File: src/rtl/alu_pkg.sv
// Shared definitions for the ALU issue stage.
//   - RV32I opcode and funct7 constants understood by the issue stage
//   - issue_bundle_t: the payload handed to the single-cycle ALU
//   - skid_state_t: occupancy states of the two-entry skid buffer
//   - immediate-forming helpers (sign-extended I-immediate, U-immediate)
// Optional feature macro used by the stage: ALU_ISSUE_LUI_EN.
package alu_pkg;

  localparam int XLEN  = 32;
  localparam int OPC_W = 7;
  localparam int F3_W  = 3;
  localparam int F7_W  = 7;
  localparam int RD_W  = 5;

  localparam logic [OPC_W-1:0] OP_RTYPE = 7'b0110011;
  localparam logic [OPC_W-1:0] OP_ITYPE = 7'b0010011;
  localparam logic [OPC_W-1:0] OP_LUI   = 7'b0110111;

  localparam logic [F7_W-1:0] F7_BASE = 7'b0000000;
  localparam logic [F7_W-1:0] F7_ALT  = 7'b0100000;

  typedef struct packed {
    logic [XLEN-1:0]  operand1;
    logic [XLEN-1:0]  operand2;
    logic [OPC_W-1:0] opcode;
    logic [F3_W-1:0]  funct3;
    logic [F7_W-1:0]  funct7;
    logic [RD_W-1:0]  rd;
    logic             illegal;
  } issue_bundle_t;

  typedef enum logic [1:0] {
    ST_EMPTY = 2'd0,
    ST_ONE   = 2'd1,
    ST_TWO   = 2'd2
  } skid_state_t;

  function automatic logic signed [XLEN-1:0] sext_imm12(input logic [11:0] imm);
    return {{(XLEN-12){imm[11]}}, imm};
  endfunction

  function automatic logic [XLEN-1:0] u_imm(input logic [19:0] imm);
    return {imm, 12'h000};
  endfunction

endpackage

File: src/rtl/skid_buffer.sv
// Two-entry skid buffer with registered in_ready.
//   clk, rst (sync, active-high), flush (sync discard of all entries)
//   in_valid / in_ready / in_data   : upstream side
//   out_valid / out_ready / out_data: downstream side
// in_ready depends only on the registered state, so there is no
// combinational path from out_ready back to in_ready; the skid entry
// absorbs the one bundle that can arrive while the downstream stalls.
module skid_buffer
  import alu_pkg::*;
#(
  parameter int WIDTH = 8
) (
  input  logic             clk,
  input  logic             rst,
  input  logic             flush,
  input  logic             in_valid,
  output logic             in_ready,
  input  logic [WIDTH-1:0] in_data,
  output logic             out_valid,
  input  logic             out_ready,
  output logic [WIDTH-1:0] out_data
);

  skid_state_t      state;
  logic [WIDTH-1:0] main_p1;
  logic [WIDTH-1:0] skid_p1;
  logic             in_xfer;
  logic             out_xfer;

  assign in_xfer  = in_valid && in_ready;
  assign out_xfer = out_valid && out_ready;
  assign out_data = main_p1;

  // p0 -> p1: main register faces the ALU, skid register holds overflow
  always_ff @(posedge clk) begin
    if (rst) begin
      state     <= ST_EMPTY;
      in_ready  <= 1'b1;
      out_valid <= 1'b0;
      main_p1   <= '0;
      skid_p1   <= '0;
    end else if (flush) begin
      // a same-cycle input transfer is dropped along with buffered entries
      state     <= ST_EMPTY;
      in_ready  <= 1'b1;
      out_valid <= 1'b0;
    end else begin
      case (state)
        ST_EMPTY: begin
          if (in_xfer) begin
            main_p1   <= in_data;
            state     <= ST_ONE;
            out_valid <= 1'b1;
          end
        end
        ST_ONE: begin
          if (in_xfer && !out_xfer) begin
            skid_p1  <= in_data;
            state    <= ST_TWO;
            in_ready <= 1'b0;
          end else if (in_xfer && out_xfer) begin
            main_p1 <= in_data;
          end else if (out_xfer) begin
            state     <= ST_EMPTY;
            out_valid <= 1'b0;
          end
        end
        ST_TWO: begin
          if (out_xfer) begin
            main_p1  <= skid_p1;
            state    <= ST_ONE;
            in_ready <= 1'b1;
          end
        end
        default: begin
          state     <= ST_EMPTY;
          in_ready  <= 1'b1;
          out_valid <= 1'b0;
        end
      endcase
    end
  end

endmodule

File: src/rtl/alu_issue_stage.sv
// ALU issue stage: decodes a raw RV32I instruction plus register-file read
// values into the operand/opcode bundle consumed unchanged by the ALU, and
// presents it through a two-entry skid buffer.
//   clk, rst (sync, active-high), flush (sync discard)
//   in_valid/in_ready, in_instr, in_rs1_val, in_rs2_val : upstream bundle
//   out_valid/out_ready, out_operand1/2, out_opcode, out_funct3,
//   out_funct7, out_rd, out_illegal                     : ALU bundle
//   issue_count : accepted-output count, wraps modulo 2^32
// Optional feature: define ALU_ISSUE_LUI_EN to issue LUI as an ADDI-style
// add of zero and the U-immediate; otherwise LUI is flagged illegal.
// The width parameters must match the package field widths.
module alu_issue_stage
  import alu_pkg::*;
#(
  parameter int DATA_WIDTH   = 32,
  parameter int OPCODE_WIDTH = 7,
  parameter int FUNCT3_WIDTH = 3,
  parameter int FUNCT7_WIDTH = 7
) (
  input  logic                    clk,
  input  logic                    rst,
  input  logic                    flush,
  input  logic                    in_valid,
  output logic                    in_ready,
  input  logic [DATA_WIDTH-1:0]   in_instr,
  input  logic [DATA_WIDTH-1:0]   in_rs1_val,
  input  logic [DATA_WIDTH-1:0]   in_rs2_val,
  output logic                    out_valid,
  input  logic                    out_ready,
  output logic [DATA_WIDTH-1:0]   out_operand1,
  output logic [DATA_WIDTH-1:0]   out_operand2,
  output logic [OPCODE_WIDTH-1:0] out_opcode,
  output logic [FUNCT3_WIDTH-1:0] out_funct3,
  output logic [FUNCT7_WIDTH-1:0] out_funct7,
  output logic [4:0]              out_rd,
  output logic                    out_illegal,
  output logic [31:0]             issue_count
);

  localparam int BUNDLE_W = $bits(issue_bundle_t);

  logic [OPCODE_WIDTH-1:0] opc;
  logic [FUNCT3_WIDTH-1:0] f3;
  logic [FUNCT7_WIDTH-1:0] f7;
  logic                    legal_i;
  logic                    unused_rs1_idx;
  issue_bundle_t           dec_p0;
  issue_bundle_t           bundle_p1;
  logic [BUNDLE_W-1:0]     bundle_bits_p1;

  assign opc = in_instr[6:0];
  assign f3  = in_instr[14:12];
  assign f7  = in_instr[31:25];

  // rs1 index is resolved by the register file upstream
  assign unused_rs1_idx = ^in_instr[19:15];

  // Shift-immediates carry funct7 in imm[11:5]; SLLI only accepts the base
  // encoding, SRLI/SRAI accept base or alternate.
  always_comb begin
    legal_i = 1'b1;
    if (f3 == 3'd1) begin
      legal_i = (f7 == F7_BASE);
    end else if (f3 == 3'd5) begin
      legal_i = (f7 == F7_BASE) || (f7 == F7_ALT);
    end
  end

  // p0: combinational decode; an illegal bundle keeps only rd
  always_comb begin
    dec_p0         = '0;
    dec_p0.rd      = in_instr[11:7];
    dec_p0.illegal = 1'b1;
    case (opc)
      OP_RTYPE: begin
        if ((f7 == F7_BASE) || ((f7 == F7_ALT) && ((f3 == 3'd0) || (f3 == 3'd5)))) begin
          dec_p0.operand1 = in_rs1_val;
          dec_p0.operand2 = in_rs2_val;
          dec_p0.opcode   = OP_RTYPE;
          dec_p0.funct3   = f3;
          dec_p0.funct7   = f7;
          dec_p0.illegal  = 1'b0;
        end
      end
      OP_ITYPE: begin
        if (legal_i) begin
          dec_p0.operand1 = in_rs1_val;
          dec_p0.operand2 = $unsigned(sext_imm12(in_instr[31:20]));
          dec_p0.opcode   = OP_ITYPE;
          dec_p0.funct3   = f3;
          dec_p0.funct7   = ((f3 == 3'd1) || (f3 == 3'd5)) ? f7 : F7_BASE;
          dec_p0.illegal  = 1'b0;
        end
      end
`ifdef ALU_ISSUE_LUI_EN
      OP_LUI: begin
        // issued as ADD x0-value + U-immediate
        dec_p0.operand1 = '0;
        dec_p0.operand2 = u_imm(in_instr[31:12]);
        dec_p0.opcode   = OP_ITYPE;
        dec_p0.funct3   = 3'd0;
        dec_p0.funct7   = F7_BASE;
        dec_p0.illegal  = 1'b0;
      end
`endif
      default: ;
    endcase
  end

  skid_buffer #(
    .WIDTH(BUNDLE_W)
  ) u_skid (
    .clk      (clk),
    .rst      (rst),
    .flush    (flush),
    .in_valid (in_valid),
    .in_ready (in_ready),
    .in_data  (dec_p0),
    .out_valid(out_valid),
    .out_ready(out_ready),
    .out_data (bundle_bits_p1)
  );

  assign bundle_p1    = issue_bundle_t'(bundle_bits_p1);
  assign out_operand1 = bundle_p1.operand1;
  assign out_operand2 = bundle_p1.operand2;
  assign out_opcode   = bundle_p1.opcode;
  assign out_funct3   = bundle_p1.funct3;
  assign out_funct7   = bundle_p1.funct7;
  assign out_rd       = bundle_p1.rd;
  assign out_illegal  = bundle_p1.illegal;

  always_ff @(posedge clk) begin
    if (rst) begin
      issue_count <= '0;
    end else if (out_valid && out_ready) begin
      issue_count <= issue_count + 32'd1;
    end
  end

endmodule

File: config.mk
export PLATFORM = sky130hd
export DESIGN_NAME = alu_issue_stage
export DESIGN_NICKNAME = d
export VERILOG_FILES = /design/src/rtl/alu_pkg.sv /design/src/rtl/skid_buffer.sv /design/src/rtl/alu_issue_stage.sv
export SDC_FILE = /design/constraint.sdc
export NUM_CORES = 1
export LEC_CHECK = 0
export ABC_CLOCK_PERIOD_IN_PS = 3750
export BUFFER_PORTS_ARGS = -buffer_cell sky130_fd_sc_hd__buf_2
export CAP_MARGIN = 20
export CORE_UTILIZATION = 55
export CTS_CLUSTER_SIZE = 16
export DETAILED_ROUTE_END_ITERATION = 8
export PLACE_DENSITY_LB_ADDON = 0.3
export SYNTH_ARGS = -nofsm -noshare
export SYNTH_HDL_FRONTEND = slang
export SYNTH_SLANG_ARGS = --single-unit
export TNS_END_PERCENT = 100
File: constraint.sdc
create_clock -name clk -period 3.75 [get_ports clk]
set_input_delay 0.375 -clock clk [delete_from_list [all_inputs] [get_ports clk]]
set_output_delay 0.375 -clock clk [all_outputs]
set_load 0.05 [all_outputs]
Word level (Yosys, flattened, before mapping)
Cells that the tools add are included.

Equal/unequal tests: 16. Mux-type cells: 28. Reduce and logical (&&, ||, !) cells: 20. Magnitude comparators: 0. Bitwise logic cells: 3. Div/mod/pow operators: 0. $add $sub $neg: 1. $mul: 0. Shift-type cells: 0.

Operators with widths (count): 87-bit 2-to-1 mux (4); 87-bit case mux with 3 select lines (1); 81-bit 2-to-1 mux (2); 81-bit case mux with 2 select lines (1); 32-bit by 1-bit adder with 32-bit output (second input constant) (1); 7-bit by 6-bit equality test with 1-bit output (second input constant) (2); 1-bit 2-to-1 mux (10); 2-bit 2-to-1 mux (5); 2-bit by 1-bit != test with 1-bit output (second input constant) (5); 7-bit by 5-bit equality test with 1-bit output (second input constant) (1); 7-bit zero test (1); 7-bit 2-to-1 mux (1); 1-bit case mux with 3 select lines (2); 2-bit case mux with 3 select lines (1); 3-bit AND reduction (2); 6-bit AND reduction (1); 1-bit logical AND (5); 5-bit AND reduction (1); 1-bit logical OR (4); 2-bit != test (second input constant) (2); 4-bit AND reduction (1); 3-bit by 1-bit equality test with 1-bit output (second input constant) (1); 3-bit equality test (second input constant) (1); 3-bit zero test (1); 10 further kinds (12).

Word-level logic and storage cells: 74. Input port bits: 101. Memories kept: 0. Register bits: 210. Output and inout bits: 121. Latch bits: 0. ROM bits: 0. RAM bits: 0.

Depth between registers and ports, before layout
Gate-level depths: netlist (run 1).

Depth after elaboration: 9. Gate-level depth with buffers: 7. Gate-level depth less buffers: 6.

Hierarchy
Synthesis (run 1) repeated with hierarchy kept, for this count alone.

Cell total of the unflattened synthesis: 1134. Area, all modules: 10303.6 um^2.

By module, submodules not included: skid_buffer (cells an instance 843, times used 1, seq. area each 3563.4 um^2, area an instance 8001.4 um^2); alu_issue_stage (cells an instance 291, times used 1, seq. area each 640.6 um^2, area an instance 2302.2 um^2).

Worst setup path before layout (run 1)
OpenSTA, ideal clock, no wires.

Kind: register to register. Start: reg issue_count[0]. End: reg issue_count[28]. Setup slack: 1.550 ns. Buffers on the path: 0. Data required time: 3.622 ns. Arrival: 2.072 ns. Library setup time: 0.128 ns. Stages on the path, launching flop included: 7. Clock period less this slack: 2.200 ns. Cell sequence: dfxtp_1 ha_1 nand3_1 nor4_1 nand4_1 xor2_1 nor2_1.

Word-level cells in the longest chain between the ends: 1.

RTL lines: from (decl) (RTL line alu_issue_stage.sv:37) `output logic [31:0] issue_count`; from (signal assigned) (RTL line alu_issue_stage.sv:137) `issue_count <= issue_count + 32'd1;`; 32-bit by 1-bit adder with 32-bit output (RTL line alu_issue_stage.sv:137).

No other way between the ends. A chain may end at the register's enable or synchronous reset.

Final worst setup path (run 1)
Start: reg u_skid.state[1]. End: reg u_skid.main_p1[0], in the netlist u_skid.out_data[0].

Word-level cells in the longest chain between the ends: 3. Elaborated cells between the ends (all ways): 10. Classes of those cells: 6 x eq/ne; 1 x mux; 3 x reduce/logical.

RTL lines: from (decl) (RTL line skid_buffer.sv:24) `skid_state_t state;`; from (signal assigned) (RTL line skid_buffer.sv:37) `state <= ST_EMPTY;`; from (signal assigned) (RTL line skid_buffer.sv:44) `state <= ST_EMPTY;`; from (signal assigned) (RTL line skid_buffer.sv:52) `state <= ST_ONE;`; 2-bit by 1-bit equality test with 1-bit output, or another cell as far along (RTL line skid_buffer.sv:48) `case (state)`; 2-bit by 1-bit != test with 1-bit output (no source line), or another cell as far along; 6-bit AND reduction (no source line); to (signal assigned) (RTL line skid_buffer.sv:51) `main_p1 <= in_data;`; to (signal assigned) (RTL line skid_buffer.sv:62) `main_p1 <= in_data;`; to (signal assigned) (RTL line skid_buffer.sv:70) `main_p1 <= skid_p1;`; to (decl) (RTL line skid_buffer.sv:25) `logic [WIDTH-1:0] main_p1;`.

Several ways; a longest one is shown, not always the timed one.

==> qor.csv, run 1 <==
metric,value,unit
final_cell_area,10100,um2
diodes,0,
synth_fa_ha_area_share,0.149,%
synthMuxAreaShare,0,%
setup_ws,1090,ps
synth-simple-area-share,18.8,%
postCtsHoldBufs,0,
drc,0,
initial_utilization,57.1,%
grtUsageTotal,28.8,%
drv_cap,0,
ys_seq_elements,200,
clk_latency,430,ps
postCtsSetupRepairBufs,0,
drtPass1Iterations,6,
min_period_over_period,71.0,%
status,"finished, final reports clean",
boundaryPins,222,
cts_buffer_depth,2,
clkSlewWorstSetupHoldPaths,70,ps
wl_per_cell,16.7,um
arrival,2990,ps
drt_iter0_drc,674,
syn_area_per_cell,8.34,um2
p_per_area,435,nW/um2
async_reset_ff_share,0,%
ant_nets,0,
area_delta_synth_final,20.4,%
reg2reg_slack,1090,ps
worstPathMaxFanout,65,
grt_setup_unrepaired,no,
gp_congestion,0.866,
dp_slack,1100,ps
max_freq,376,MHz
rows,44,
grt_pass1_wl,37.1,mm
ys.flop_type,dfxtp_1,
hold_ws,147,ps
p_sw_share,24.8,%
antenna_found_initial,1,
clockPowerShare,41.9,%
worstPathRequired,4080,ps
p_total,4.41,mW
hold_path_class,in2reg,
port-buffer-count,213,
grtUsageMet3,7.39,%
leakagePower,4.08,nW
setup_viol,0,
slowest_delay,700,ps
synth_top_family_by_area,compound AO/OA/AOI/OAI gates,
hpwl,14.1,mm
final_common_cell,buf_2,
ys_types,49,
hold_viol_final,0,
tightest_slew,1060,ps
cts.htree.levels,4,
irDropWorstVdd,358,uV
cts_resized,0,
mostFrequentLayoutCells,"buf_2 (212), dfxtp_1 (200), nand2_1 (133)",
seq_power_share,49.3,%
die-area,15800,um2
relSlewSlack,29.5,%
drive_gt1_share,23.5,%
synth_warnings,0,
grt_overflow_total,0,
internal_power,3.32,mW
fin_crit,2660,ps
cp_slowest_cell,a32o_4,
multi_input_area,4040,um2
fin_nets,1269,
grt.busiest_layer,met2,
vias,8137,
synth_edf_count,0,
cts_root_buf,clkbuf_16,
cts_tree,done,
cts_buffers,17,
dpl-instance-area,9540,um2
maxSlewViolCount,0,
fin_skew,8.29,ps
synth_xor_area_share,3.33,%
seq_area,4000,um2
syn_area,8420,um2
num-fill-cells,1227,
p_sw,1.09,mW
postSynthCellCount,1010,
tns,0,ps
cp_cell_sequence,nor2b_4 > a32o_4 > nand3_1 > o31ai_1,
cts.sinks,200,
grt_pass1_vias,7546,
worstSetupPathType,reg2reg,
path_buf_inv,0,
met1_usage,37.4,%
die_w,126,um
worst_path_dominant_cell_family,compound AO/OA/AOI/OAI gates,
die_h,126,um
power_frac_comb,8.8,%
core,14800,um2
synth-compound-area-share,24.8,%
end_kind,flip-flop,
grt_start_max_net_pins,100,
ys_seq_area_share,47.5,%
crit_path_start_kind,flip-flop,
routed_wl,22.7,mm
grt_util_met2,47.6,%
via_per_inst,5.97,
cell type report:
cell class / instances / area share [%]
clock buffers: 22 / 4.78
flip-flops and latches: 200 / 39.5
well taps: 184 / 2.27
clock inverters: 10 / 1.16
repair buffers: 230 / 12.2
multi-input cells: 711 / 39.9
inverters: 7 / 0.259
cells by family after synthesis:
kind of cell / Yosys count
AO/OA/AOI/OAI: 353
XOR/XNOR: 32
adder cells (fa/ha/maj): 1
buffers and inverters: 101
flip-flops: 200
other: 1
AND/OR/NAND/NOR: 322
cells in the mapped netlist, types with 14 or more instances:
master	instances	area, um2
o211ai_1	34	255
xnor2_1	14	123
nor2_1	54	203
buf_2	26	130
dfxtp_1	200	4000
nand3_1	25	125
and3_1	54	338
nand2_1	133	499
xor2_1	18	158
a21oi_1	130	651
o21ai_0	88	440
o22ai_1	44	275
a221oi_1	21	184
clkbuf_1	56	210
worst reg2reg max path: stages (launching register included):
cell and delay [ps]:
dfxtp_1 460, nor2b_4 510, a32o_4 700, nand3_1 530
o31ai_1 360
path summary, 6_finish.rpt:
check / from / end / depth (start not counted)
max: u_skid.state[1] / u_skid.out_data[0] / 4
min: flush / u_skid.state[1] / 2
max reg2reg: u_skid.state[1] / u_skid.out_data[0] / 4
min reg2reg: u_skid.skid_p1[57] / u_skid.skid_p1[57] / 2
power groups by stage:
stage          registers [mW]  clock network (mW)  logic [mW]
2_1_floorplan            2.31                   0       0.166
5_1_grt                  2.18                1.97       0.418
3_3_place_gp             2.22                   0       0.383
6_report                 2.18                1.85       0.388
3_5_place_dp             2.22                   0       0.385
4_1_cts                  2.18                1.87       0.387
stage by stage:
step	utilization, %	cells
final	68.7	1364
after CTS	68.7	1364
after floorplan	-	1012
after global placement	64.6	1332
after global routing	68.7	1364
after detailed placement	64.6	1332
state kept, by name, summed over array words and instances, names as in the netlist:
signal / flops
u_skid.out_data: 82
u_skid.skid_p1: 82
issue_count: 32
u_skid.state: 2
u_skid.in_ready: 1
u_skid.out_valid: 1
layer usage:
layer,part of all wire (%),vias up,wire length [um]
met5,0,-,0
met4,1.0,0,234
met3,7.2,20,1630
met2,48,292,10800
met1,44,3871,10000
li1,-,3954,-
(Power assumes the default switching activity.)
==> run 2, diff against run 1 <==
ABC_AREA = 1   (was not set)
ABC_CLOCK_PERIOD_IN_PS = 2700   (was 3750)
CORE_UTILIZATION = 54   (was 55)
clock period = 2.7 ns   (was 3.75 ns; I/O delays follow)
==> run 2 against run 1 <==
  * Sequential share of layout area is 3.2 points lower
  * Combinational power grew 140%
  * Cell area grew 8.8%
  * Global-route usage decreased by 0.30 points
  * Largest power group unchanged
==> qor.csv, run 2 <==
metric,value,unit
p_sw,1.95,mW
grt_overflow_total,0,
syn_area_per_cell,6.73,um2
setup_viol,0,
reg2reg_slack,500,ps
hold_path_depth,3,
internal_power,4.71,mW
cts.htree.levels,4,
min_to,u_skid.skid_p1[56],
drt_iter0_drc,751,
initial_utilization,55.8,%
min_period_over_period,81.4,%
drtPass1Iterations,8,
hp-start,in_rs1_val[1],
end_kind,flip-flop,
hold_ws,95.9,ps
max_freq,455,MHz
seq_power_share,47.0,%
arrival,2560,ps
worstPathMaxFanout,77,
num-fill-cells,1489,
cts_resized,0,
timing.rr.start,u_skid.out_valid,
ys.flop_type,dfxtp_1,
vias,9560,
hpwl,15.7,mm
cts.sinks,200,
ys_types,37,
synth_commonest_cells,"nand2_1 (278), nor2_1 (204), dfxtp_1 (200)",
clk_latency,440,ps
antenna_found_initial,2,
grt_pass1_vias,8508,
gp_congestion,0.931,
wl_per_cell,14.4,um
crit_path_start_kind,flip-flop,
synth_edf_count,0,
rows,47,
die_h,133,um
postCtsSetupRepairBufs,0,
setup_ws,502,ps
die_w,133,um
yosysMostFrequentCell,nand2_1,
async_reset_ff_share,0,%
grtUsageTotal,28.5,%
fin_nets,1645,
grt_setup_unrepaired,no,
p_sw_share,29.3,%
drv_cap,0,
r2r-end,u_skid.out_data[58],
clkSlewWorstSetupHoldPaths,70,ps
cts_root_buf,clkbuf_16,
ant_nets,0,
dp_slack,547,ps
irDropWorstVdd,458,uV
boundaryPins,222,
p_total,6.67,mW
multi_input_area,4410,um2
drive_gt1_share,18.4,%
worstPathRequired,3060,ps
dp.cells,1744,
synth_top_area_cell,dfxtp_1,
maxSlewViolCount,0,
cts_buffer_depth,2,
fin_skew,11.5,ps
via_per_inst,5.38,
synth_top_area_share,43.0,%
worstSetupPathType,reg2reg,
hold_viol_final,0,
hold_path_class,in2reg,
r2r_cells,8,
postSynthCellCount,1384,
core,16700,um2
syn_area,9320,um2
seq_area,4000,um2
clockPowerShare,38.8,%
cts_tree,done,
die-area,17800,um2
status,"finished, final reports clean",
routed_wl,25.6,mm
leakagePower,5.23,nW
port-buffer-count,213,
synth_warnings,0,
tightest_slew,999,ps
relSlewSlack,33.4,%
final_common_cell,nand2_1,
grt_pass1_wl,41.2,mm
finalNonFillerCells,1778,
p_per_area,604,nW/um2
ys_seq_area_share,43.0,%
power_frac_comb,14.2,%
synthTopCellsByArea,"dfxtp_1 (43%), nand2_1 (11%), a21oi_1 (9.9%)",
mostFrequentLayoutCells,"nand2_1 (277), buf_2 (212), nor2_1 (203)",
drc,0,
ys_seq_elements,200,
cts_buffers,17,
postCtsHoldBufs,0,
grt_start_max_net_pins,109,
area_delta_synth_final,18.5,%
tns,0,ps
fin_crit,2200,ps
## run 2: changes by cell type after synthesis, moves of 55 or more
cell,previous run,this run
a21oi_1,130,185
nor2_1,54,204
nand2_1,133,278
inv_1,7,114
nand3_1,25,99
## run 2: final cells by class
type / count / share of cell area (%)
clock buffer: 19 / 4.01
multi-input combinational: 970 / 40.0
antenna: 2 / 0.0454
inverter: 121 / 4.12
timing repair buffer: 233 / 11.7
sequential: 200 / 36.3
tap: 220 / 2.49
clock inverter: 13 / 1.34
## run 2: routing by layer
layer / GRT usage [%] / wire [um]
met5: 0 / 0
met4: 10.5 / 456
met3: 5.94 / 1950
met2: 47.0 / 12200
met1: 36.7 / 11000
## run 2: power by group through the flow
stage / registers [mW] / logic, mW / clock network [mW]
finish: 3.13 / 0.949 / 2.59
global route: 3.15 / 1.02 / 2.73
CTS: 3.13 / 0.948 / 2.62
detailed placement: 3.20 / 0.942 / 0
global placement: 3.20 / 0.933 / 0
floorplan: 3.53 / 0.326 / 0
## run 2: worst max path at each step
stage                      from                  end  slack [ps]
2_1_floorplan    issue_count[1]      issue_count[22]         670
3_3_place_gp          out_ready  u_skid.out_data[36]         600
3_5_place_dp          out_ready  u_skid.out_data[58]         550
4_1_cts        u_skid.out_valid   u_skid.out_data[2]         550
5_1_grt        u_skid.out_valid   u_skid.out_data[2]         340
6_report       u_skid.out_valid  u_skid.out_data[58]         500
## run 2: logic make-up after synthesis
group | Yosys count | synth area share (%)
flip-flops | 200 | 43.0
AND/OR/NAND/NOR | 619 | 27.9
XOR/XNOR | 8 | 0.752
buffers and inverters | 216 | 9.85
AO/OA/AOI/OAI | 339 | 18.4
other | 1 | 0.0403
adder cells (fa/ha/maj) | 1 | 0.134
## run 2: worst max-delay path, stage by stage, from the launching register on
cell	delay [ps]
dfxtp_1	340
nand2_2	200
inv_2	170
a21oi_1	150
nor2_1	60
nand2_2	70
buf_4	730
a21oi_1	120
a21oi_1	220
## run 2: stage by stage
| stage | area, um2 | util (%) |
|---|---|---|
| final | 11000 | 66.1 |
| after global routing | 11000 | 66.1 |
| after CTS | 11000 | 66.0 |
| after detailed placement | 10400 | 62.5 |
| after global placement | 10400 | 62.5 |
| after floorplan | 9320 | - |
==> run 3, diff against run 2 <==
ABC_CLOCK_PERIOD_IN_PS = 2110   (was 2700)
clock period = 2.11 ns   (was 2.7 ns; I/O delays follow)
==> run 3 against run 2 <==
  * Global-route usage up 0.37 points
  * Power is 31% higher
  * Routed wire length down 0.10%
  * Largest power group unchanged
  * Maximum frequency rose by 15%
  * First-iteration DRC count shrank 2.4%
==> qor.csv, run 3 (synthesis results as in run 2) <==
metric,value,unit
cts_tree,done,
finalNonFillerCells,1781,
drt_iter0_drc,733,
hpwl,16.0,mm
crit_path_start_kind,flip-flop,
seq_power_share,46.1,%
routed_wl,25.5,mm
final_common_cell,nand2_1,
boundaryPins,222,
dp.cells,1748,
die_h,133,um
mostFrequentLayoutCells,"nand2_1 (277), buf_2 (212), nor2_1 (202)",
setup_viol,0,
rows,47,
grt_pass1_wl,41.6,mm
vias,9540,
internal_power,6.26,mW
cts_buffers,17,
clockPowerShare,40.0,%
postCtsSetupRepairBufs,0,
clk_latency,430,ps
hold_path_class,in2reg,
tightest_slew,512,ps
fin_nets,1649,
maxSlewViolCount,0,
drtPass1Iterations,5,
grtUsageTotal,28.9,%
irDropWorstVdd,603,uV
arrival,2240,ps
area_delta_synth_final,19.2,%
power_frac_comb,13.9,%
grt_overflow_total,0,
end_kind,flip-flop,
antenna_found_initial,0,
hold_viol_final,0,
p_sw,2.44,mW
worstPathMaxFanout,5,
cts.sinks,200,
fin_crit,1920,ps
relSlewSlack,65.8,%
grt_setup_unrepaired,no,
ant_nets,0,
status,"finished, final reports clean",
gp_congestion,0.924,
drv_cap,0,
die-area,17800,um2
core,16700,um2
die_w,133,um
p_per_area,784,nW/um2
cts_buffer_depth,2,
via_per_inst,5.36,
clkSlewWorstSetupHoldPaths,70,ps
wl_per_cell,14.3,um
fin_skew,6.87,ps
grt_start_max_net_pins,89,
leakagePower,5.26,nW
drive_gt1_share,18.6,%
grt_pass1_vias,8656,
p_sw_share,28.1,%
max_freq,522,MHz
initial_utilization,55.8,%
min_period_over_period,90.8,%
port-buffer-count,213,
worstSetupPathType,reg2reg,
cts.htree.levels,4,
drc,0,
worstPathRequired,2430,ps
tns,0,ps
cts_root_buf,clkbuf_16,
-- run 3: through the flow --
step                hold WS, ps  worst slack, ps  cell area (um2)  util, %  total power [mW]
floorplan                   351             80.1             9320        -              4.94
global placement            426              167            10500     62.7              5.28
detailed placement          430              133            10500     62.7              5.30
CTS                        19.8              107            11100     66.4              8.73
global route               22.3             19.9            11100     66.5              8.98
finish                     29.7              193            11100     66.5              8.70
-- run 3: power groups by stage --
stage | sequential (mW) | clock (mW) | combinational [mW]
detailed placement | 4.09 | 0 | 1.21
global route | 4.03 | 3.66 | 1.30
finish | 4.01 | 3.48 | 1.21
floorplan | 4.52 | 0 | 0.417
CTS | 4.01 | 3.51 | 1.21
global placement | 4.09 | 0 | 1.19
-- run 3: critical path, stage by stage, from the launching register on --
cell	delay, ps
dfxtp_1	360
ha_1	210
inv_1	80
nor2_2	190
nand2_1	120
nor2_2	210
inv_2	80
nor2_4	130
nand3_1	170
o21ai_0	200
a21oi_1	50
-- run 3: metal layers --
| layer | GRT usage (%) | share of wire [%] | vias up |
|---|---|---|---|
| met5 | 0 | 0 | - |
| met4 | 8.65 | 1.4 | 0 |
| met3 | 6.20 | 7.1 | 34 |
| met2 | 48.8 | 48 | 336 |
| met1 | 36.8 | 43 | 4378 |
| li1 | - | - | 4792 |
-- run 3: final timing paths --
path / from / to / slack [ps] / depth (start not counted)
setup / recovery: issue_count[1] / issue_count[18] / 190 / 10
hold / removal: in_rs1_val[1] / u_skid.skid_p1[56] / 30 / 3
setup reg to reg: issue_count[1] / issue_count[18] / 190 / 10
hold reg to reg: u_skid.skid_p1[8] / u_skid.skid_p1[8] / 450 / 2
-- run 3: final cells by class --
| type | count | area [um2] |
|---|---|---|
| Inverter | 121 | 459 |
| Sequential cell | 200 | 4000 |
| Clock buffer | 21 | 450 |
| Clock inverter | 11 | 171 |
| Tap cell | 220 | 275 |
| Antenna cell | 1 | 2.50 |
| Timing Repair Buffer | 237 | 1320 |
| Fill cell | 1518 | 5600 |
| Multi-Input combinational cell | 970 | 4410 |
-- run 3: what timing repair did --
action	4_1_cts	5_1_grt
endpoints found under the setup margin	0	51
hold buffers	0	0
gates resized for setup	0	6
